## src/rtl/vga_dac_pkg.sv

```systemverilog
// Shared definitions for the VGA DAC CPU-side port controller.
//   - I/O port selectors for 3C6h..3C9h
//   - dac_state encodings reported through 3C7h
//   - controller FSM state type
//   - component formatting helper, shaped by the optional macro
//     VGA_DAC_8BIT_EN (defined: full 8-bit components; undefined: 6-bit
//     VGA components with the upper two bits forced to zero)
package vga_dac_pkg;

    localparam logic [1:0] DAC_PORT_MASK = 2'd0;
    localparam logic [1:0] DAC_PORT_RIDX = 2'd1;
    localparam logic [1:0] DAC_PORT_WIDX = 2'd2;
    localparam logic [1:0] DAC_PORT_DATA = 2'd3;

    localparam logic [1:0] DAC_ST_WRITE = 2'b00;
    localparam logic [1:0] DAC_ST_READ  = 2'b11;

    typedef enum logic [1:0] {
        ST_IDLE    = 2'd0,
        ST_WR_RAM  = 2'd1,
        ST_RD_WAIT = 2'd2,
        ST_ACK     = 2'd3
    } dac_fsm_e;

    // Component width shaping, applied both on SRAM writes and 3C9h reads.
    function automatic logic [7:0] dac_comp_fmt(input logic [7:0] v);
`ifdef VGA_DAC_8BIT_EN
        return v;
`else
        return {2'b00, v[5:0]};
`endif
    endfunction

    // R -> G -> B -> R; the value 3 is never produced.
    function automatic logic [1:0] comp_next(input logic [1:0] c);
        return (c == 2'd2) ? 2'd0 : (c + 2'd1);
    endfunction

endpackage

```

## src/rtl/vga_dac_idx_seq.sv

```systemverilog
// Palette index pointer with auto-increment.
// The component counter lives in the parent and is shared between the read
// and write pointers; this block only advances the index when the parent
// reports a B -> R wrap of that shared counter.
// Ports:
//   clk_i, rst_i     clock, asynchronous active-high reset
//   load_i           load load_val_i (3C7h / 3C8h write)
//   load_val_i [8]   new index value
//   wrap_i           component counter wrapped for this pointer's access
//   idx_o [8]        current index
module vga_dac_idx_seq (
    input  logic       clk_i,
    input  logic       rst_i,
    input  logic       load_i,
    input  logic [7:0] load_val_i,
    input  logic       wrap_i,
    output logic [7:0] idx_o
);

    logic [7:0] idx_q;

    // Index register: load has priority over increment; 255 wraps to 0.
    always_ff @(posedge clk_i or posedge rst_i) begin
        if (rst_i) begin
            idx_q <= 8'd0;
        end else if (load_i) begin
            idx_q <= load_val_i;
        end else if (wrap_i) begin
            idx_q <= idx_q + 8'd1;
        end else begin
            idx_q <= idx_q;
        end
    end

    assign idx_o = idx_q;

endmodule

```

## src/rtl/vga_dac_port_ctrl.sv

```systemverilog
// CPU-side VGA DAC palette controller. Decodes accesses to 3C6h..3C9h and
// drives byte-wide port A of the palette SRAM at address {index, comp}.
// Optional macro: VGA_DAC_8BIT_EN (full 8-bit components when defined).
// Ports:
//   clk, rst                        clock, async active-high reset
//   io_req/io_wr/io_port/io_din     CPU access strobe, direction, port, data
//   io_dout/io_ack/io_busy          read data, completion pulse, in-progress
//   ram_ad/ram_din/ram_dout         SRAM port A address and data
//   ram_ce/ram_wre/ram_oce          SRAM port A enables (oce tied high)
//   pel_mask                        PEL mask register to the pixel path
module vga_dac_port_ctrl
    import vga_dac_pkg::*;
#(
    parameter int         RAM_RD_LAT   = 1,
    parameter logic [7:0] PEL_MASK_RST = 8'hFF
) (
    input  logic       clk,
    input  logic       rst,
    input  logic       io_req,
    input  logic       io_wr,
    input  logic [1:0] io_port,
    input  logic [7:0] io_din,
    output logic [7:0] io_dout,
    output logic       io_ack,
    output logic       io_busy,
    output logic [9:0] ram_ad,
    output logic [7:0] ram_din,
    input  logic [7:0] ram_dout,
    output logic       ram_ce,
    output logic       ram_wre,
    output logic       ram_oce,
    output logic [7:0] pel_mask
);

    dac_fsm_e   state_q, state_d;
    logic [1:0] comp_q, comp_d;
    logic [1:0] dac_st_q, dac_st_d;
    logic [7:0] pel_mask_q, pel_mask_d;
    logic [7:0] io_dout_q, io_dout_d;
    logic       io_ack_q, io_ack_d;
    logic       io_busy_q;
    logic       rd_ack_q, rd_ack_d;
    logic       wait_q, wait_d;
    logic       ram_ce_q, ram_ce_d;
    logic       ram_wre_q, ram_wre_d;
    logic [9:0] ram_ad_q, ram_ad_d;
    logic [7:0] ram_din_q, ram_din_d;

    logic       wr_load_s, rd_load_s, wr_wrap_s, rd_wrap_s;
    logic [7:0] wr_idx_s, rd_idx_s;
    logic       last_wait_s;

    vga_dac_idx_seq u_wr_idx (
        .clk_i      (clk),
        .rst_i      (rst),
        .load_i     (wr_load_s),
        .load_val_i (io_din),
        .wrap_i     (wr_wrap_s),
        .idx_o      (wr_idx_s)
    );

    vga_dac_idx_seq u_rd_idx (
        .clk_i      (clk),
        .rst_i      (rst),
        .load_i     (rd_load_s),
        .load_val_i (io_din),
        .wrap_i     (rd_wrap_s),
        .idx_o      (rd_idx_s)
    );

    assign last_wait_s = (wait_q == 1'(RAM_RD_LAT - 1));

    // Next-state and registered-output decode for the access sequencer.
    always_comb begin
        state_d    = state_q;
        comp_d     = comp_q;
        dac_st_d   = dac_st_q;
        pel_mask_d = pel_mask_q;
        io_dout_d  = io_dout_q;
        io_ack_d   = 1'b0;
        rd_ack_d   = 1'b0;
        wait_d     = 1'b0;
        ram_ce_d   = 1'b0;
        ram_wre_d  = 1'b0;
        ram_ad_d   = ram_ad_q;
        ram_din_d  = ram_din_q;
        wr_load_s  = 1'b0;
        rd_load_s  = 1'b0;
        wr_wrap_s  = 1'b0;
        rd_wrap_s  = 1'b0;

        case (state_q)
            ST_IDLE: begin
                if (io_req) begin
                    // Register accesses complete through ACK on the next cycle.
                    state_d  = ST_ACK;
                    io_ack_d = 1'b1;
                    if (io_wr) begin
                        case (io_port)
                            DAC_PORT_MASK: pel_mask_d = io_din;
                            DAC_PORT_RIDX: begin
                                rd_load_s = 1'b1;
                                comp_d    = 2'd0;
                                dac_st_d  = DAC_ST_READ;
                            end
                            DAC_PORT_WIDX: begin
                                wr_load_s = 1'b1;
                                comp_d    = 2'd0;
                                dac_st_d  = DAC_ST_WRITE;
                            end
                            DAC_PORT_DATA: begin
                                state_d   = ST_WR_RAM;
                                io_ack_d  = 1'b0;
                                ram_ce_d  = 1'b1;
                                ram_wre_d = 1'b1;
                                ram_ad_d  = {wr_idx_s, comp_q};
                                ram_din_d = dac_comp_fmt(io_din);
                                comp_d    = comp_next(comp_q);
                                wr_wrap_s = (comp_q == 2'd2);
                            end
                            default: state_d = ST_IDLE;
                        endcase
                    end else begin
                        case (io_port)
                            DAC_PORT_MASK: io_dout_d = pel_mask_q;
                            DAC_PORT_RIDX: io_dout_d = {6'd0, dac_st_q};
                            DAC_PORT_WIDX: io_dout_d = wr_idx_s;
                            DAC_PORT_DATA: begin
                                state_d   = ST_RD_WAIT;
                                io_ack_d  = 1'b0;
                                ram_ce_d  = 1'b1;
                                ram_ad_d  = {rd_idx_s, comp_q};
                                comp_d    = comp_next(comp_q);
                                rd_wrap_s = (comp_q == 2'd2);
                            end
                            default: state_d = ST_IDLE;
                        endcase
                    end
                end else begin
                    state_d = ST_IDLE;
                end
            end
            ST_WR_RAM: begin
                state_d  = ST_ACK;
                io_ack_d = 1'b1;
            end
            ST_RD_WAIT: begin
                if (last_wait_s) begin
                    state_d  = ST_ACK;
                    io_ack_d = 1'b1;
                    rd_ack_d = 1'b1;
                end else begin
                    // Keep the port clocked so the output register can load.
                    ram_ce_d = 1'b1;
                    wait_d   = wait_q + 1'b1;
                end
            end
            ST_ACK: begin
                state_d = ST_IDLE;
                if (rd_ack_q) begin
                    io_dout_d = dac_comp_fmt(ram_dout);
                end else begin
                    io_dout_d = io_dout_q;
                end
            end
            default: state_d = ST_IDLE;
        endcase
    end

    // State and output registers.
    always_ff @(posedge clk or posedge rst) begin
        if (rst) begin
            state_q    <= ST_IDLE;
            comp_q     <= 2'd0;
            dac_st_q   <= DAC_ST_WRITE;
            pel_mask_q <= PEL_MASK_RST;
            io_dout_q  <= 8'd0;
            io_ack_q   <= 1'b0;
            io_busy_q  <= 1'b0;
            rd_ack_q   <= 1'b0;
            wait_q     <= 1'b0;
            ram_ce_q   <= 1'b0;
            ram_wre_q  <= 1'b0;
            ram_ad_q   <= 10'd0;
            ram_din_q  <= 8'd0;
        end else begin
            state_q    <= state_d;
            comp_q     <= comp_d;
            dac_st_q   <= dac_st_d;
            pel_mask_q <= pel_mask_d;
            io_dout_q  <= io_dout_d;
            io_ack_q   <= io_ack_d;
            io_busy_q  <= (state_d == ST_WR_RAM) || (state_d == ST_RD_WAIT);
            rd_ack_q   <= rd_ack_d;
            wait_q     <= wait_d;
            ram_ce_q   <= ram_ce_d;
            ram_wre_q  <= ram_wre_d;
            ram_ad_q   <= ram_ad_d;
            ram_din_q  <= ram_din_d;
        end
    end

    // SRAM data only becomes valid in the ACK cycle itself, so a palette read
    // is passed straight through then and captured for holding afterwards.
    assign io_dout  = rd_ack_q ? dac_comp_fmt(ram_dout) : io_dout_q;
    assign io_ack   = io_ack_q;
    assign io_busy  = io_busy_q;
    assign ram_ad   = ram_ad_q;
    assign ram_din  = ram_din_q;
    assign ram_ce   = ram_ce_q;
    assign ram_wre  = ram_wre_q;
    assign ram_oce  = 1'b1;
    assign pel_mask = pel_mask_q;

endmodule

```

## config.mk

```make
export PLATFORM = sky130hd
export DESIGN_NAME = vga_dac_port_ctrl
export DESIGN_NICKNAME = d
export VERILOG_FILES = /design/src/rtl/vga_dac_pkg.sv /design/src/rtl/vga_dac_idx_seq.sv /design/src/rtl/vga_dac_port_ctrl.sv
export SDC_FILE = /design/constraint.sdc
export NUM_CORES = 1
export LEC_CHECK = 0
export ABC_AREA = 1
export CORE_MARGIN = 2
export CORE_UTILIZATION = 40
export DETAILED_ROUTE_END_ITERATION = 12
export DONT_BUFFER_PORTS = 1
export PLACE_DENSITY = 0.56
export SYNTH_ARGS = -nofsm -noshare
export SYNTH_HDL_FRONTEND = slang
export SYNTH_SLANG_ARGS = --single-unit
```

## constraint.sdc

```tcl
create_clock -name clk -period 1.4 [get_ports clk]
set_input_delay 0.07 -clock clk [delete_from_list [all_inputs] [get_ports clk]]
set_output_delay 0.07 -clock clk [all_outputs]
set_load 0.01 [all_outputs]
```

**Word level (Yosys, flattened, before mapping)**

Cells that the tools add are included.

- Register bits: 60
- Bits of input ports: 22
- Output and inout port bits: 39
- Logic and storage cells: 99

- Add/subtract/negate cells: 4
- Eq/ne operators: 12
- Muxes and demuxes: 52
- Reduce and logical (&&, ||, !) cells: 16

Operators with widths:

| kind | number |
|---|---|
| $mux W8 | 7 |
| $mux W10 | 3 |
| $mux W1 | 28 |
| $pmux W8 S3 | 1 |
| $reduce_and A4 Y1 | 5 |
| $add A8 B1 Y8 const B | 2 |
| $pmux W8 S2 | 1 |
| $mux W2 | 7 |
| $eq A2 B2 Y1 const B | 6 |
| $reduce_bool A2 Y1 | 6 |
| $pmux W2 S2 | 2 |
| $pmux W2 S4 | 1 |
| $eq A2 B1 Y1 const B | 3 |
| $logic_not A2 Y1 | 2 |
| $ne A2 B2 Y1 const B | 2 |
| $ne A4 B1 Y1 const B | 1 |
| $pmux W1 S3 | 1 |
| $reduce_and A3 Y1 | 1 |
| $add A2 B1 Y2 const B | 1 |
| $pmux W1 S2 | 1 |
| $reduce_or A2 Y1 | 1 |
| $add A1 B1 Y1 const B | 1 |
| $logic_or A1 B1 Y1 | 1 |

**Depth between registers and ports, before layout**

- Word-level depth: 7
- Mapped depth: 10
- Gate-level depth less buffers: 10

**Cells and area by module**

Synthesis repeated with hierarchy kept, for this count alone.

- Cell total of the unflattened synthesis: 421
- Area total of the unflattened synthesis: 3215.6 µm²

Modules (own cells, without submodules):

| module | times used | cells an instance | area an instance (µm²) |
|---|---|---|---|
| vga_dac_port_ctrl | 1 | 293 | 2234.6 |
| vga_dac_idx_seq | 2 | 64 | 490.5 |

**Worst setup path after synthesis**

No wires, ideal clock.

- Kind: register -> register
- Start point: register state_q[0]
- End point: register u_rd_idx.idx_q[2] (netlist: u_rd_idx.idx_o[2])
- Library setup time: 124 ps
- Arrival time: 1325 ps
- Slack: -49 ps
- Stages on the path, launching flop included: 10
- Clock period less this slack: 1449 ps
- Path through: dfrtp_1 > inv_1 > ha_1 > nand2_2 > nor2_8 > nand2_2 > inv_2 > nor2_2 > nand2_1 > nand3_1

- Word-level cells in the longest chain between the ends: 3
- Elaborated cells on any way between the ends: 5
- Those cells by class: mux (3); reduce/logical (2)

Ends and longest elaborated chain:

| what | RTL line | source |
|---|---|---|
| from (decl) | vga_dac_port_ctrl.sv:35 | `dac_fsm_e state_q, state_d;` |
| from (signal assigned) | vga_dac_port_ctrl.sv:187 | `state_q <= state_d;` |
| $logic_not A2 Y1 (*) | vga_dac_port_ctrl.sv:92 | `case (state_q)` |
| $mux W1 | vga_dac_port_ctrl.sv:92 |  |
| $mux W8 / $reduce_bool A2 Y1 (equally long branches) | - |  |
| to (signal assigned) | vga_dac_idx_seq.sv:27 | `idx_q <= load_val_i;` |
| to (signal assigned) | vga_dac_idx_seq.sv:29 | `idx_q <= idx_q + 8'd1;` |
| to (signal assigned) | vga_dac_idx_seq.sv:31 | `idx_q <= idx_q;` |
| to (decl) | vga_dac_idx_seq.sv:20 | `logic [7:0] idx_q;` |

Mark *: on every way between the ends. The rest lies on a longest branch, timed or not.
A chain may end at the register's enable or synchronous reset.

**Worst setup path after layout**

- Start point: register state_q[1]
- End point: register ram_ad_q[3] (netlist: ram_ad[3])

- Word-level cells in the longest chain between the ends: 2

Ends and longest elaborated chain:

| what | RTL line | source |
|---|---|---|
| $logic_not A2 Y1 | vga_dac_port_ctrl.sv:92 |  |
| $reduce_and A3 Y1 (no source line) | - |  |
| to (signal assigned) | vga_dac_port_ctrl.sv:198 | `ram_ad_q <= ram_ad_d;` |
| to (decl) | vga_dac_port_ctrl.sv:46 | `logic [9:0] ram_ad_q, ram_ad_d;` |

Every way passes these cells.

==> impl_metrics.env <==
export IMPL_status="finished with violations"
export IMPL_violations="setup timing"
export IMPL_wl_met1_mm=3.95
export IMPL_period_share_pct=102
export IMPL_final_layout_size_suffix_gt1_share_pct=21.2
export IMPL_reg2reg_from="state_q[1]"
export IMPL_fin_area_sq_mm=0.00411
export IMPL_start_util_pct=41.6
export IMPL_vias=2865
export IMPL_powerDensity_mw_per_mm2=1940
export IMPL_drc=0
export IMPL_cts_made_buffers=9
export IMPL_crit_fanout=5
export IMPL_switchingPower_w=0.00326
export IMPL_die_area_sq_mm=0.00885
export IMPL_synth_async_reset_ratio_pct=100
export IMPL_grt_usage_pct=20.8
export IMPL_antennaDiodeCount=0
export IMPL_yosys_warnings=0
export IMPL_drtAntennaViolNets=0
export IMPL_synth_seq_cells=58
export IMPL_p_leak_nw=2.06
export IMPL_p_comb_share_pct=37.3
export IMPL_synth_compound_area_share_pct=9.36
export IMPL_fmax_mhz=701
export IMPL_fin_util_pct=52.6
export IMPL_grt_pass1_vias=2790
export IMPL_crit_arrival_ps=1680
export IMPL_die_width_microns=94.1
export IMPL_cp_start_kind="flop"
export IMPL_final_setup_viol_count=20
export IMPL_syn_inst=440
export IMPL_grt_pass1_wl_mm=14.1
export IMPL_grt_overflow_total=0
export IMPL_synth_top_family_by_area="simple AND/OR/NAND/NOR gates"
export IMPL_cts_buffer_depth=2
export IMPL_core_sq_mm=0.00781
export IMPL_layout_nets=515
export IMPL_ys_flop_type="dfrtp_1"
export IMPL_tritoncts="built"
export IMPL_hold_viol_final=0
export IMPL_fin_cells=588
export IMPL_place_area_sq_mm=0.00347
export IMPL_wire_per_inst_microns=14.7
export IMPL_synthSimpleGateAreaFrac_pct=31.5
export IMPL_synth_xor_area_share_pct=0.809
export IMPL_tightest_slew_ps=527
export IMPL_antenna_found_initial=0
export IMPL_worstPathCellList="inv_2, ha_4, nand2_8, nor2_4, buf_6, clkinvlp_4, o31ai_1"
export IMPL_fin_crit_ps=1430
export IMPL_place_ws_ps=-76.8
export IMPL_gp_congestion=0.835
export IMPL_wl_met3_microns=600
export IMPL_drt_wl_total_mm=8.66
export IMPL_clk_latency_ps=340
export IMPL_fin_skew_ps=8.51
export IMPL_synthDistinctLibCells=32
export IMPL_min_from="io_wr"
export IMPL_cp_startpoint="state_q[1]"
export IMPL_slew_violations=0
export IMPL_netlist_area_sq_mm=0.00325
export IMPL_drt_initial_drc_count=146
export IMPL_p_seq_share_pct=41.0
export IMPL_synth_adder_area_share_pct=4.62
export IMPL_internal_power_w=0.00473
export IMPL_clkTransAtPathRegs_ps=70
export IMPL_ys_seq_area_share_pct=45.0
export IMPL_setup_slack_ps=-26.0
export IMPL_syn_to_final_growth_pct=26.6
export IMPL_maxCapViolations=0
export IMPL_crit_path_end_kind="flop"
export IMPL_synth_area_mux_share_pct=0
export IMPL_wl_met2_mm=3.98
export IMPL_critPathKind="reg2reg"
export IMPL_rsz0062_at_grt="true"
export IMPL_final_cell_mix="nand2_1 (148), dfrtp_1 (50), nor2_1 (37), inv_1 (34), nand3_1 (32)"
export IMPL_top_layer_used="met4"
export IMPL_slew_headroom_pct=64.8
export IMPL_numPortBuffers=0
export IMPL_rows=32
export IMPL_slowest_delay_ps=390
export IMPL_cts_htree_levels=3
export IMPL_post_dp_hpwl_mm=5.92
export IMPL_p_sw_share_pct=40.8
export IMPL_worstHoldPathType="in2reg"
export IMPL_slowest_stage="dfrtp_1"
export IMPL_cp_data_required_time_ps=1650
export IMPL_synth_edf_count=0
export IMPL_via_per_inst=4.87
export IMPL_firstDrtPassIters=4
export IMPL_grt_max_degree=24
export IMPL_die_h_microns=94.1
export IMPL_dp_cells=548
export IMPL_final_common_cell="nand2_1"
export IMPL_fill_cells=765
export IMPL_clockPowerShare_pct=21.7
export IMPL_vdd_ir_drop_max_mv=1.06
export IMPL_pin_count=61
export IMPL_syn_area_per_cell_sq_um=7.38
export IMPL_cts_sinks=58
export IMPL_cts_root_buffer_cell="clkbuf_8"
[routing by layer]
metal | vias up | GRT usage [%]
met2 | 87 | 31.7
met4 | 0 | 6.64
met1 | 1296 | 28.5
li1 | 1469 | -
met3 | 13 | 5.94
met5 | - | 0
[area by class of cell]
type                            instances  area, sq um  share of cell area, %
Tap cell                              102          128                   3.11
Multi-Input combinational cell        322         1700                   41.4
Sequential cell                        58         1460                   35.6
Timing Repair Buffer                   41          380                   9.25
Timing Repair inverter                  3         22.5                  0.548
Clock inverter                          7         93.8                   2.28
Inverter                               46          198                   4.81
Clock buffer                            9          124                   3.01
[sequential cells by signal, summed over array words and instances, names as in the netlist]
register / cells
io_busy: 1
ram_ce: 1
u_wr_idx.idx_o: 8
state_q: 2
io_ack: 1
dac_st_q: 1
io_dout_q: 8
ram_ad: 10
ram_wre: 1
rd_ack_q: 1
u_rd_idx.idx_o: 8
comp_q: 2
ram_din: 6
pel_mask: 8
[synthesized netlist by cell type (2+ instances only)]
cell type / instances / area share, %
nand2_1: 159 / 18
dfstp_2: 8 / 6.5
buf_4: 5 / 1.2
nor2_2: 4 / 0.77
o22ai_1: 2 / 0.39
buf_6: 2 / 0.69
xor2_1: 2 / 0.54
conb_1: 2 / 0.23
o21ai_1: 3 / 0.46
nand2_4: 2 / 0.69
clkbuf_1: 4 / 0.46
o31ai_1: 2 / 0.46
nor2_1: 38 / 4.4
a21oi_1: 6 / 0.92
inv_1: 42 / 4.9
nand3_1: 33 / 5.1
nand2_2: 4 / 0.77
o21ai_0: 42 / 6.5
dfrtp_1: 50 / 39
inv_2: 3 / 0.35
ha_1: 12 / 4.6
buf_2: 5 / 0.77
[cell families (layout without fill, tap and decap cells)]
group / Yosys count / after routing
AND/OR/NAND/NOR: 245 / 246
buffers and inverters: 62 / 106
AO/OA/AOI/OAI: 58 / 58
flip-flops: 58 / 58
adder cells (fa/ha/maj): 12 / 12
XOR/XNOR: 3 / 3
other: 2 / 3
[repair_timing]
item / CTS / global route
endpoints found under the setup margin: 40 / 52
cloned: 3 / 1
pin swaps: 3 / 9
hold endpoints to repair: 79 / 0
buffers inserted: 4 / 2
resized for setup: 27 / 48
hold buffers: 14 / 0
[path summary, 6_finish.rpt]
path | to | slack [ps] | cells past startpoint
setup / recovery | ram_ad[3] | -30 | 7
hold / removal | ram_ad[2] | 4 | 2
setup reg to reg | ram_ad[3] | -30 | 7
hold reg to reg | io_dout_q[6] | 470 | 2
max in group asynchronous | pel_mask[6] | 590 | 3
min in group asynchronous | ram_ad[9] | 250 | 2
[through the flow]
step | TNS (ps) | power [W] | hold WS, ps
global placement | -428 | 0.00580 | 0.549
global route | -3960 | 0.00866 | 14.6
detailed placement | -1090 | 0.00586 | 4.22
CTS | -66.2 | 0.00782 | 1.53
floorplan | -97.6 | 0.00492 | 160
finish | -220 | 0.00799 | 3.93
[worst max-delay path: cells and delay by family, from the launching register on]
kind	cells	cell delay (ps)
flip-flops	1	390
buffers and inverters	3	350
AO/OA/AOI/OAI	1	220
AND/OR/NAND/NOR	2	200
adder cells (fa/ha/maj)	1	180
[power by group through the flow]
stage	registers (W)	clock network (W)	logic [W]
2_1_floorplan	0.00305	0	0.00187
3_3_place_gp	0.00327	0	0.00253
3_5_place_dp	0.00328	0	0.00257
4_1_cts	0.00327	0.00178	0.00278
5_1_grt	0.00338	0.00186	0.00341
6_report	0.00328	0.00173	0.00298
Note: power is estimated with default switching activity, not from simulation.
